<file path="src/rtl/jtgng_dwnld_pkg.sv">
// Shared types and constants for the ROM-download SDRAM writer.
package jtgng_dwnld_pkg;

    typedef enum logic [1:0] {
        ST_IDLE = 2'd0,
        ST_REQ  = 2'd1,
        ST_GAP  = 2'd2
    } wr_st_e;

    localparam logic [1:0] DQM_NONE = 2'b11;
    localparam logic [1:0] DQM_LO   = 2'b10;
    localparam logic [1:0] DQM_HI   = 2'b01;
    localparam logic [1:0] DQM_BOTH = 2'b00;

    // FIFO entry is {word address, data, mask}
    function automatic int entry_w(input int aw);
        return aw - 1 + 16 + 2;
    endfunction

endpackage

</file>
<file path="src/rtl/jtgng_dwnld_fifo.sv">
// Small synchronous word FIFO; a push while full is accepted only if a pop frees a slot.
module jtgng_dwnld_fifo #(
    parameter int W     = 39,
    parameter int DEPTH = 4
) (
    input  logic         clk_rom,
    input  logic         rst_n,
    input  logic         push,
    input  logic [W-1:0] din,
    input  logic         pop,
    output logic [W-1:0] dout,
    output logic         full,
    output logic         empty
);
    localparam int PW = $clog2(DEPTH);

    logic [W-1:0]  mem [DEPTH];
    logic [PW-1:0] wp, rp;
    logic [PW:0]   cnt;
    logic          wr_ok, rd_ok;

    assign full  = cnt == (PW+1)'(DEPTH);
    assign empty = cnt == '0;
    assign wr_ok = push & (~full | pop);
    assign rd_ok = pop & ~empty;
    assign dout  = mem[rp];

    always_ff @(posedge clk_rom or negedge rst_n) begin
        if (!rst_n) begin
            wp  <= '0;
            rp  <= '0;
            cnt <= '0;
        end else begin
            if (wr_ok) wp <= wp + 1'b1;
            if (rd_ok) rp <= rp + 1'b1;
            cnt <= cnt + (PW+1)'(wr_ok) - (PW+1)'(rd_ok);
        end
    end

    always_ff @(posedge clk_rom) begin
        if (wr_ok) mem[wp] <= din;
    end

endmodule

</file>
<file path="src/rtl/jtgng_dwnld_sdram_writer.sv">
// Packs ioctl download bytes into masked 16-bit SDRAM writes through a word FIFO.
// Define DWNLD_HEADER_EN to strip the first HEADER_LEN bytes of the stream.
module jtgng_dwnld_sdram_writer
    import jtgng_dwnld_pkg::*;
#(
    parameter int AW         = 22,
    parameter int FIFO_DEPTH = 4,
    parameter int HEADER_LEN = 16
) (
    input  logic          clk_rom,
    input  logic          rst_n,
    input  logic          downloading,
    input  logic [AW-1:0] ioctl_addr,
    input  logic [7:0]    ioctl_data,
    input  logic          ioctl_wr,
    output logic          sdram_req,
    output logic [AW-2:0] sdram_addr,
    output logic [15:0]   sdram_din,
    output logic [1:0]    sdram_dqm_n,
    input  logic          sdram_ack,
    output logic          done,
    output logic          overflow
);
    localparam int EW = entry_w(AW);

    logic          dl_q, dl_rise, seen;
    logic          wr_eff;
    logic [AW-1:0] a;
    logic          pend_v, pend_vlo, pend_vhi, pend_live, hit;
    logic [AW-2:0] pend_waddr;
    logic [7:0]    pend_lo, pend_hi;
    logic          nv, nvlo, nvhi;
    logic [AW-2:0] nwaddr;
    logic [7:0]    nlo, nhi;
    logic          push, pop, full, empty;
    logic [EW-1:0] push_ent, part_ent, head;
    logic [1:0]    part_dqm;
    wr_st_e        st, st_nxt;

`ifdef DWNLD_HEADER_EN
    localparam logic [AW-1:0] HDR = AW'(HEADER_LEN);
    assign wr_eff = ioctl_wr & (ioctl_addr >= HDR);
    assign a      = ioctl_addr - HDR;
`else
    assign wr_eff = ioctl_wr;
    assign a      = ioctl_addr;
`endif

    assign dl_rise   = downloading & ~dl_q;
    assign pend_live = pend_v & ~dl_rise;
    assign hit       = pend_live & (pend_waddr == a[AW-1:1]);
    assign pop       = (st == ST_REQ) & sdram_ack;

    always_comb begin
        part_dqm = pend_vlo & pend_vhi ? DQM_BOTH :
                   pend_vlo            ? DQM_LO   :
                   pend_vhi            ? DQM_HI   : DQM_NONE;
        part_ent = {pend_waddr, pend_vhi ? pend_hi : 8'd0, pend_vlo ? pend_lo : 8'd0, part_dqm};
    end

    // At most one push per cycle: a flush racing a new byte keeps the byte pending
    always_comb begin
        push     = 1'b0;
        push_ent = part_ent;
        nv       = pend_live;
        nwaddr   = pend_waddr;
        nlo      = pend_lo;
        nhi      = pend_hi;
        nvlo     = pend_vlo;
        nvhi     = pend_vhi;
        if (wr_eff) begin
            if (hit) begin
                if (a[0]) begin nhi = ioctl_data; nvhi = 1'b1; end
                else      begin nlo = ioctl_data; nvlo = 1'b1; end
                if (nvlo && nvhi) begin
                    push     = 1'b1;
                    push_ent = {pend_waddr, nhi, nlo, DQM_BOTH};
                    nv       = 1'b0;
                end
            end else begin
                push   = pend_live;
                nv     = 1'b1;
                nwaddr = a[AW-1:1];
                nlo    = ioctl_data;
                nhi    = ioctl_data;
                nvlo   = ~a[0];
                nvhi   = a[0];
            end
        end else if (!downloading && pend_v) begin
            push = 1'b1;
            nv   = 1'b0;
        end
    end

    always_ff @(posedge clk_rom or negedge rst_n) begin
        if (!rst_n) begin
            dl_q       <= 1'b0;
            seen       <= 1'b0;
            pend_v     <= 1'b0;
            pend_vlo   <= 1'b0;
            pend_vhi   <= 1'b0;
            pend_waddr <= '0;
            pend_lo    <= '0;
            pend_hi    <= '0;
            overflow   <= 1'b0;
            done       <= 1'b0;
        end else begin
            dl_q       <= downloading;
            seen       <= seen | dl_rise;
            pend_v     <= nv;
            pend_vlo   <= nvlo;
            pend_vhi   <= nvhi;
            pend_waddr <= nwaddr;
            pend_lo    <= nlo;
            pend_hi    <= nhi;
            if (dl_rise)                  overflow <= 1'b0;
            else if (push && full && !pop) overflow <= 1'b1;
            done <= ~downloading & seen & ~pend_v & ~push & empty & (st == ST_IDLE);
        end
    end

    jtgng_dwnld_fifo #(.W(EW), .DEPTH(FIFO_DEPTH)) u_fifo (
        .clk_rom (clk_rom),
        .rst_n   (rst_n),
        .push    (push),
        .din     (push_ent),
        .pop     (pop),
        .dout    (head),
        .full    (full),
        .empty   (empty)
    );

    always_comb begin
        st_nxt = st;
        case (st)
            ST_IDLE: if (!empty)   st_nxt = ST_REQ;
            ST_REQ:  if (sdram_ack) st_nxt = ST_GAP;
            default:               st_nxt = ST_IDLE;
        endcase
    end

    always_ff @(posedge clk_rom or negedge rst_n) begin
        if (!rst_n) st <= ST_IDLE;
        else        st <= st_nxt;
    end

    always_ff @(posedge clk_rom or negedge rst_n) begin
        if (!rst_n) begin
            sdram_req   <= 1'b0;
            sdram_addr  <= '0;
            sdram_din   <= '0;
            sdram_dqm_n <= DQM_NONE;
        end else if (st == ST_IDLE && !empty) begin
            {sdram_addr, sdram_din, sdram_dqm_n} <= head;
            sdram_req <= 1'b1;
        end else if (pop) begin
            sdram_req <= 1'b0;
        end
    end

endmodule

</file>
<file path="config.mk">
export PLATFORM = sky130hd
export DESIGN_NAME = jtgng_dwnld_sdram_writer
export DESIGN_NICKNAME = d
export VERILOG_FILES = /design/src/rtl/jtgng_dwnld_pkg.sv /design/src/rtl/jtgng_dwnld_fifo.sv /design/src/rtl/jtgng_dwnld_sdram_writer.sv
export SDC_FILE = /design/constraint.sdc
export NUM_CORES = 1
export LEC_CHECK = 0
export ABC_AREA = 1
export BUFFER_PORTS_ARGS = -buffer_cell sky130_fd_sc_hd__buf_2
export CAP_MARGIN = 20
export CORE_ASPECT_RATIO = 0.6
export CORE_MARGIN = 3
export CORE_UTILIZATION = 40
export DETAILED_ROUTE_END_ITERATION = 6
export PLACE_DENSITY_LB_ADDON = 0.15
export SLEW_MARGIN = 0
export SYNTH_ARGS = -nofsm -noshare
export SYNTH_HDL_FRONTEND = slang
export SYNTH_SLANG_ARGS = --single-unit
</file>
<file path="constraint.sdc">
create_clock -name clk_rom -period 4.9 [get_ports clk_rom]
set_input_delay 0.49 -clock clk_rom [delete_from_list [all_inputs] [get_ports clk_rom]]
set_output_delay 0.49 -clock clk_rom [all_outputs]
set_load 0.01 [all_outputs]
</file>
==> results of run 1 <==
worst max-delay path, cell delays in order (launching register included):
cell	delay, ns
dfrtp_1	0.45
inv_1	0.06
nand2_1	0.05
nand2_1	0.13
nor2_1	0.15
nand2_1	0.08
nor2_2	0.19
nand4_4	0.28
nand3_2	0.24
nand2_4	0.13
nor2_4	0.59
buf_12	0.26
stage by stage:
step                instance area (sq um)  hold slack (ns)  util [%]  instances
CTS                                 12100            0.129      47.2       1482
floorplan                           10600            0.194         -       1052
detailed placement                  11300            0.458      44.1       1440
global placement                    11300            0.453      44.1       1440
global route                        12100            0.149      47.2       1482
finish                              12100           0.0937      47.2       1483
where the power goes:
group	total, mW	internal [mW]	switching [mW]
clock	1.91	1.14	0.772
sequential	2.92	2.72	0.204
combinational	1.97	0.631	1.34
final timing paths:
kind                                start           endpoint  slack (ns)  depth (start not counted)
setup / recovery           pend_waddr[12]  u_fifo.mem[3][33]        1.97                         11
hold / removal                      rst_n       sdram_din[8]        0.09                          1
setup reg to reg           pend_waddr[12]  u_fifo.mem[3][33]        1.97                         11
hold reg to reg                      seen               seen        0.47                          1
max in group asynchronous           rst_n     sdram_dqm_n[1]        3.75                          2
min in group clk_rom          downloading               dl_q        0.15                          1
final cells by class:
class                           count  share of cell area, %
Sequential cell                   249                   58.0
Multi-Input combinational cell    670                   25.1
Clock buffer                       31                   5.34
Timing Repair Buffer               86                   3.99
Tap cell                          352                   3.64
Inverter                           83                   2.59
Clock inverter                     11                   1.29
Antenna cell                        1                 0.0207
cells in the final DEF, fill, tap and decap left out, types with 2 or more instances in the layout:
cell type,instances
nand2_1,211
dfrtp_1,90
nand3_1,14
dfstp_2,2
inv_2,9
buf_4,9
bufinv_16,4
buf_12,2
clkinv_2,5
clkinv_1,2
a31oi_1,48
nor2_1,232
inv_1,73
clkbuf_16,23
nor3_1,2
nor2_4,5
xnor2_1,3
nand3_2,2
a21oi_1,4
nand4_1,3
buf_2,75
nand2_4,2
clkbuf_1,4
o21ai_0,94
xor2_1,2
nor2_2,7
edfxtp_1,156
clkbuf_8,4
o21ai_1,29
ha_1,6
logic make-up after synthesis:
group / after synthesis / share of synthesized area, %
compound gates: 176 / 8.92
xor+xnor: 5 / 0.414
fa+ha+maj: 7 / 0.899
buf+inv: 133 / 5.31
flops: 249 / 66.3
mux: 1 / 0.106
simple gates: 481 / 18.1
sequential cells by signal (all words and copies together), names as in the netlist, 2 cells and up:
name         flops
u_fifo.cnt       3
u_fifo.mem     156
st               2
u_fifo.wp        2
pend_lo          8
sdram_din       16
sdram_addr      21
pend_waddr      21
u_fifo.rp        2
pend_hi          8
sdram_dqm_n      2
metal layers:
| layer | wire [um] | share of wire (%) | up-vias |
|---|---|---|---|
| met5 | 0 | 0 | - |
| met2 | 10100 | 41 | 153 |
| li1 | - | - | 3615 |
| met1 | 13400 | 54 | 3295 |
| met4 | 364 | 1.5 | 0 |
| met3 | 1030 | 4.2 | 29 |
==> results.json, run 1 <==
{
  "status": "completed",
  "multi_input_area_sq_um": 3040,
  "wl_per_cell_um": 16.8,
  "ctsResizeCount": 0,
  "setup_violations": 0,
  "syn_area_sq_um": 10600,
  "yosysTopAreaCellShare_pct": 44.3,
  "ys.flop_type": "edfxtp_1",
  "die_area_sq_um": 28500,
  "grt_max_degree": 82,
  "ff_latch_area_sq_um": 7020,
  "coreArea_sq_um": 25600,
  "root_buffer": "clkbuf_16",
  "fill_cells": 2403,
  "hpwl_um": 15300,
  "arrival_ns": 3.13,
  "io_pins": 77,
  "total_power_mw": 6.80,
  "syn_avg_cell_area_sq_um": 10.1,
  "worstPathRequired_ns": 5.11,
  "max_cap_violations": 0,
  "layout.nets": 1155,
  "cts_buffers": 23,
  "final_hold_viol_count": 0,
  "cts.clk_slew.worst_paths_ns": 0.07,
  "viasPerCell": 4.78,
  "ir_worst_vdd_v": 0.000285,
  "die_h_um": 132,
  "yosysSeqAreaShare_pct": 66.3,
  "setup_slack_ns": 1.97,
  "globalRoute.busiestLayer": "met1",
  "via_count": 7092,
  "postCtsSetupRepairBufs": 0,
  "grtUsageTotal_pct": 17.5,
  "port_buffers": 76,
  "grt_first_pass_wirelength_um": 39500,
  "cellPowerDensity_nw_per_um2": 562,
  "grt_setup_unrepaired": "false",
  "grt_overflow_total": 0,
  "dp_slack_ns": 1.60,
  "start_util_pct": 41.3,
  "dr.pass1.iters": 7,
  "synth_nets": 1094,
  "synth-seq-cells": 249,
  "grt_pass1_vias": 6780,
  "crit_type": "flip-flop to flip-flop",
  "maxSlewViolCount": 0,
  "clock_sinks": 249,
  "areaGrowthSynthToFinish_pct": 14.3,
  "clk_path_buf_depth": 3,
  "tns_ns": 0,
  "worstSetupStartpointType": "flip-flop",
  "grt_util_met2_pct": 25.1,
  "crit_path_end_kind": "flip-flop",
  "grt_util_met3_pct": 2.28,
  "min_path_type": "primary input to asynchronous set/reset pin",
  "slew_headroom_pct": 31.0,
  "synth_top_cells_by_count": "nor2_1 (237), nand2_1 (211), edfxtp_1 (156), o21ai_0 (94), dfrtp_1 (91)",
  "period_minus_slack_ns": 2.93,
  "async_flop_share_pct": 37.3,
  "cts_hold_buf": 0,
  "cts_tree": "yes",
  "min_period_over_period_pct": 59.7,
  "gp_congestion": 0.833,
  "synth_cell_type_count": 32,
  "synth_top_cell_by_area": "edfxtp_1",
  "grt_util_met1_pct": 28.5,
  "p_leak_nw": 5.00,
  "netlist_instances": 1052,
  "max_freq_mhz": 342,
  "die_w_um": 216,
  "drtIter0Drc": 584,
  "synth_edf_count": 156,
  "num_rows": 45,
  "ant_nets": 0,
  "antenna_found_initial": 0,
  "drc": 0,
  "yosys.cell_count.top_type": "nor2_1",
  "cts.htree.levels": 1,
  "worstMarginPinSlew_ns": 1.03,
  "drive_above_1_share_pct": 13.6,
  "clock_skew_ns": 0.0133,
  "crit_fanout": 23,
  "ys_warn_count": 0,
  "wirelength_um": 24900,
  "clkLatencyLatePin_ns": 0.51,
  "synthTopCellsByArea": "edfxtp_1 (44%), dfrtp_1 (22%), nor2_1 (8.4%)"
}
Note: power is estimated with default switching activity, not from simulation.
==> run 2, diff against run 1 <==
clock period = 2.7 ns   (was 4.9 ns; I/O delays follow)
==> results.json, run 2 (synthesized netlist as in run 1, its figures left out) <==
{
  "status": "completed",
  "hpwl_um": 16200,
  "crit_path_end": "u_fifo.cnt[2]",
  "hold-worst-slack_ns": 0.0176,
  "clk_path_buf_depth": 3,
  "clock_sinks": 249,
  "wl_per_cell_um": 17.0,
  "reg_top3": "u_fifo.mem (156), pend_waddr (21), sdram_addr (21)",
  "tns_ns": 0,
  "clock_skew_ns": 0.0241,
  "worstPathRequired_ns": 3.13,
  "dp_slack_ns": 0.320,
  "arrival_ns": 2.79,
  "worstMarginPinSlew_ns": 0.955,
  "largest_reg_flops": 156,
  "layout.nets": 1188,
  "die_h_um": 132,
  "ir_worst_vdd_v": 0.000723,
  "largest_register": "u_fifo.mem",
  "num_rows": 45,
  "max_freq_mhz": 423,
  "period_minus_slack_ns": 2.36,
  "total_power_mw": 12.5,
  "antenna_found_initial": 0,
  "cts.clk_slew.worst_paths_ns": 0.07,
  "io_pins": 77,
  "num_antenna_cells": 0,
  "cts_buffers": 25,
  "ant_nets": 0,
  "grt_max_degree": 81,
  "r2r_setup_slack_ns": 0.34,
  "dr.pass1.iters": 5,
  "areaGrowthSynthToFinish_pct": 17.3,
  "post_dp_cell_area_sq_um": 11500,
  "r2r_cells": 14,
  "gp_congestion": 0.803,
  "setup_violations": 0,
  "clkLatencyLatePin_ns": 0.54,
  "drtIter0Drc": 697,
  "setup_slack_ns": 0.338,
  "die_area_sq_um": 28500,
  "die_w_um": 216,
  "min_period_over_period_pct": 87.5,
  "min_path_type": "primary input to flip-flop",
  "grt_overflow_total": 0,
  "finalCoreUtilization_pct": 48.5,
  "drive_above_1_share_pct": 14.8,
  "r2r-start": "pend_waddr[12]",
  "grt_pass1_vias": 6797,
  "cellPowerDensity_nw_per_um2": 1000,
  "grt_first_pass_wirelength_um": 40600,
  "final_hold_viol_count": 0,
  "layout_common_cells": "nor2_1 (232), nand2_1 (211), edfxtp_1 (156), o21ai_0 (94), dfrtp_1 (90)",
  "viasPerCell": 4.85,
  "cts_tree": "yes",
  "crit_path_end_kind": "flip-flop",
  "p_leak_nw": 5.15,
  "drc": 0,
  "wirelength_um": 25800,
  "final_common_cell": "nor2_1",
  "slew_headroom_pct": 36.4,
  "port_buffers": 76,
  "r2r_end": "u_fifo.cnt[2]",
  "final_cells": 1517,
  "grtUsageTotal_pct": 18.2,
  "root_buffer": "clkbuf_16",
  "coreArea_sq_um": 25600,
  "crit_fanout": 7,
  "grt_setup_unrepaired": "false",
  "timing.critical_path.from": "pend_waddr[12]",
  "maxSlewViolCount": 0,
  "crit_type": "flip-flop to flip-flop",
  "stdcell_area_sq_um": 12400,
  "ctsResizeCount": 0,
  "start_util_pct": 41.3,
  "max_cap_violations": 0,
  "dp.cells": 1458,
  "via_count": 7355,
  "multi_input_area_sq_um": 3040,
  "worstSetupStartpointType": "flip-flop",
  "fill_cells": 2409,
  "ff_latch_area_sq_um": 7020,
  "cts.htree.levels": 1
}
[run 2: final cells by class]
| type | instances | area share [%] |
|---|---|---|
| Clock buffer | 32 | 5.49 |
| Clock inverter | 14 | 0.887 |
| Inverter | 83 | 2.52 |
| Multi-Input combinational cell | 670 | 24.5 |
| Sequential cell | 249 | 56.5 |
| Tap cell | 352 | 3.55 |
| Timing Repair Buffer | 117 | 6.53 |
[run 2: how the worst min path moves through the flow]
stage                     slack (ns)  cells after the start             end            from
after floorplan                -0.03                      0            dl_q           rst_n
after CTS                      0.001                      3  pend_waddr[19]  ioctl_addr[20]
after global placement          0.22                      1   sdram_addr[6]           rst_n
after global routing            0.02                      3  pend_waddr[17]  ioctl_addr[18]
after detailed placement        0.22                      1   sdram_addr[6]           rst_n
final                           0.02                      3  pend_waddr[17]  ioctl_addr[18]
[run 2: per-layer routing]
| layer | track usage [%] | vias to the layer above | wire length, um |
|---|---|---|---|
| met5 | 0 | - | 0 |
| met4 | 2.84 | 0 | 321 |
| met3 | 3.04 | 24 | 1250 |
| met2 | 25.3 | 183 | 10500 |
| met1 | 30.0 | 3460 | 13800 |
| li1 | - | 3688 | - |
[run 2: critical path, stage by stage (launching register included)]
cell	delay, ns
dfrtp_1	0.46
inv_1	0.07
nand2_1	0.06
nand2_1	0.10
nor2_1	0.15
nand2_1	0.08
nor2_2	0.18
nand4_4	0.10
nand3_2	0.13
nand2_4	0.12
inv_1	0.08
ha_1	0.14
inv_1	0.05
fa_1	0.41
xnor2_1	0.14
[run 2: repair_timing]
action | CTS | global route
hold buffers | 13 | 0
hold endpoints to repair | 36 | 0
setup buffers | 0 | 0
[run 2: where the power goes]
part           internal [mW]  switching [mW]
registers               4.93           0.375
clock network           1.89            1.48
logic                   1.28            2.49
total                   8.10            4.35
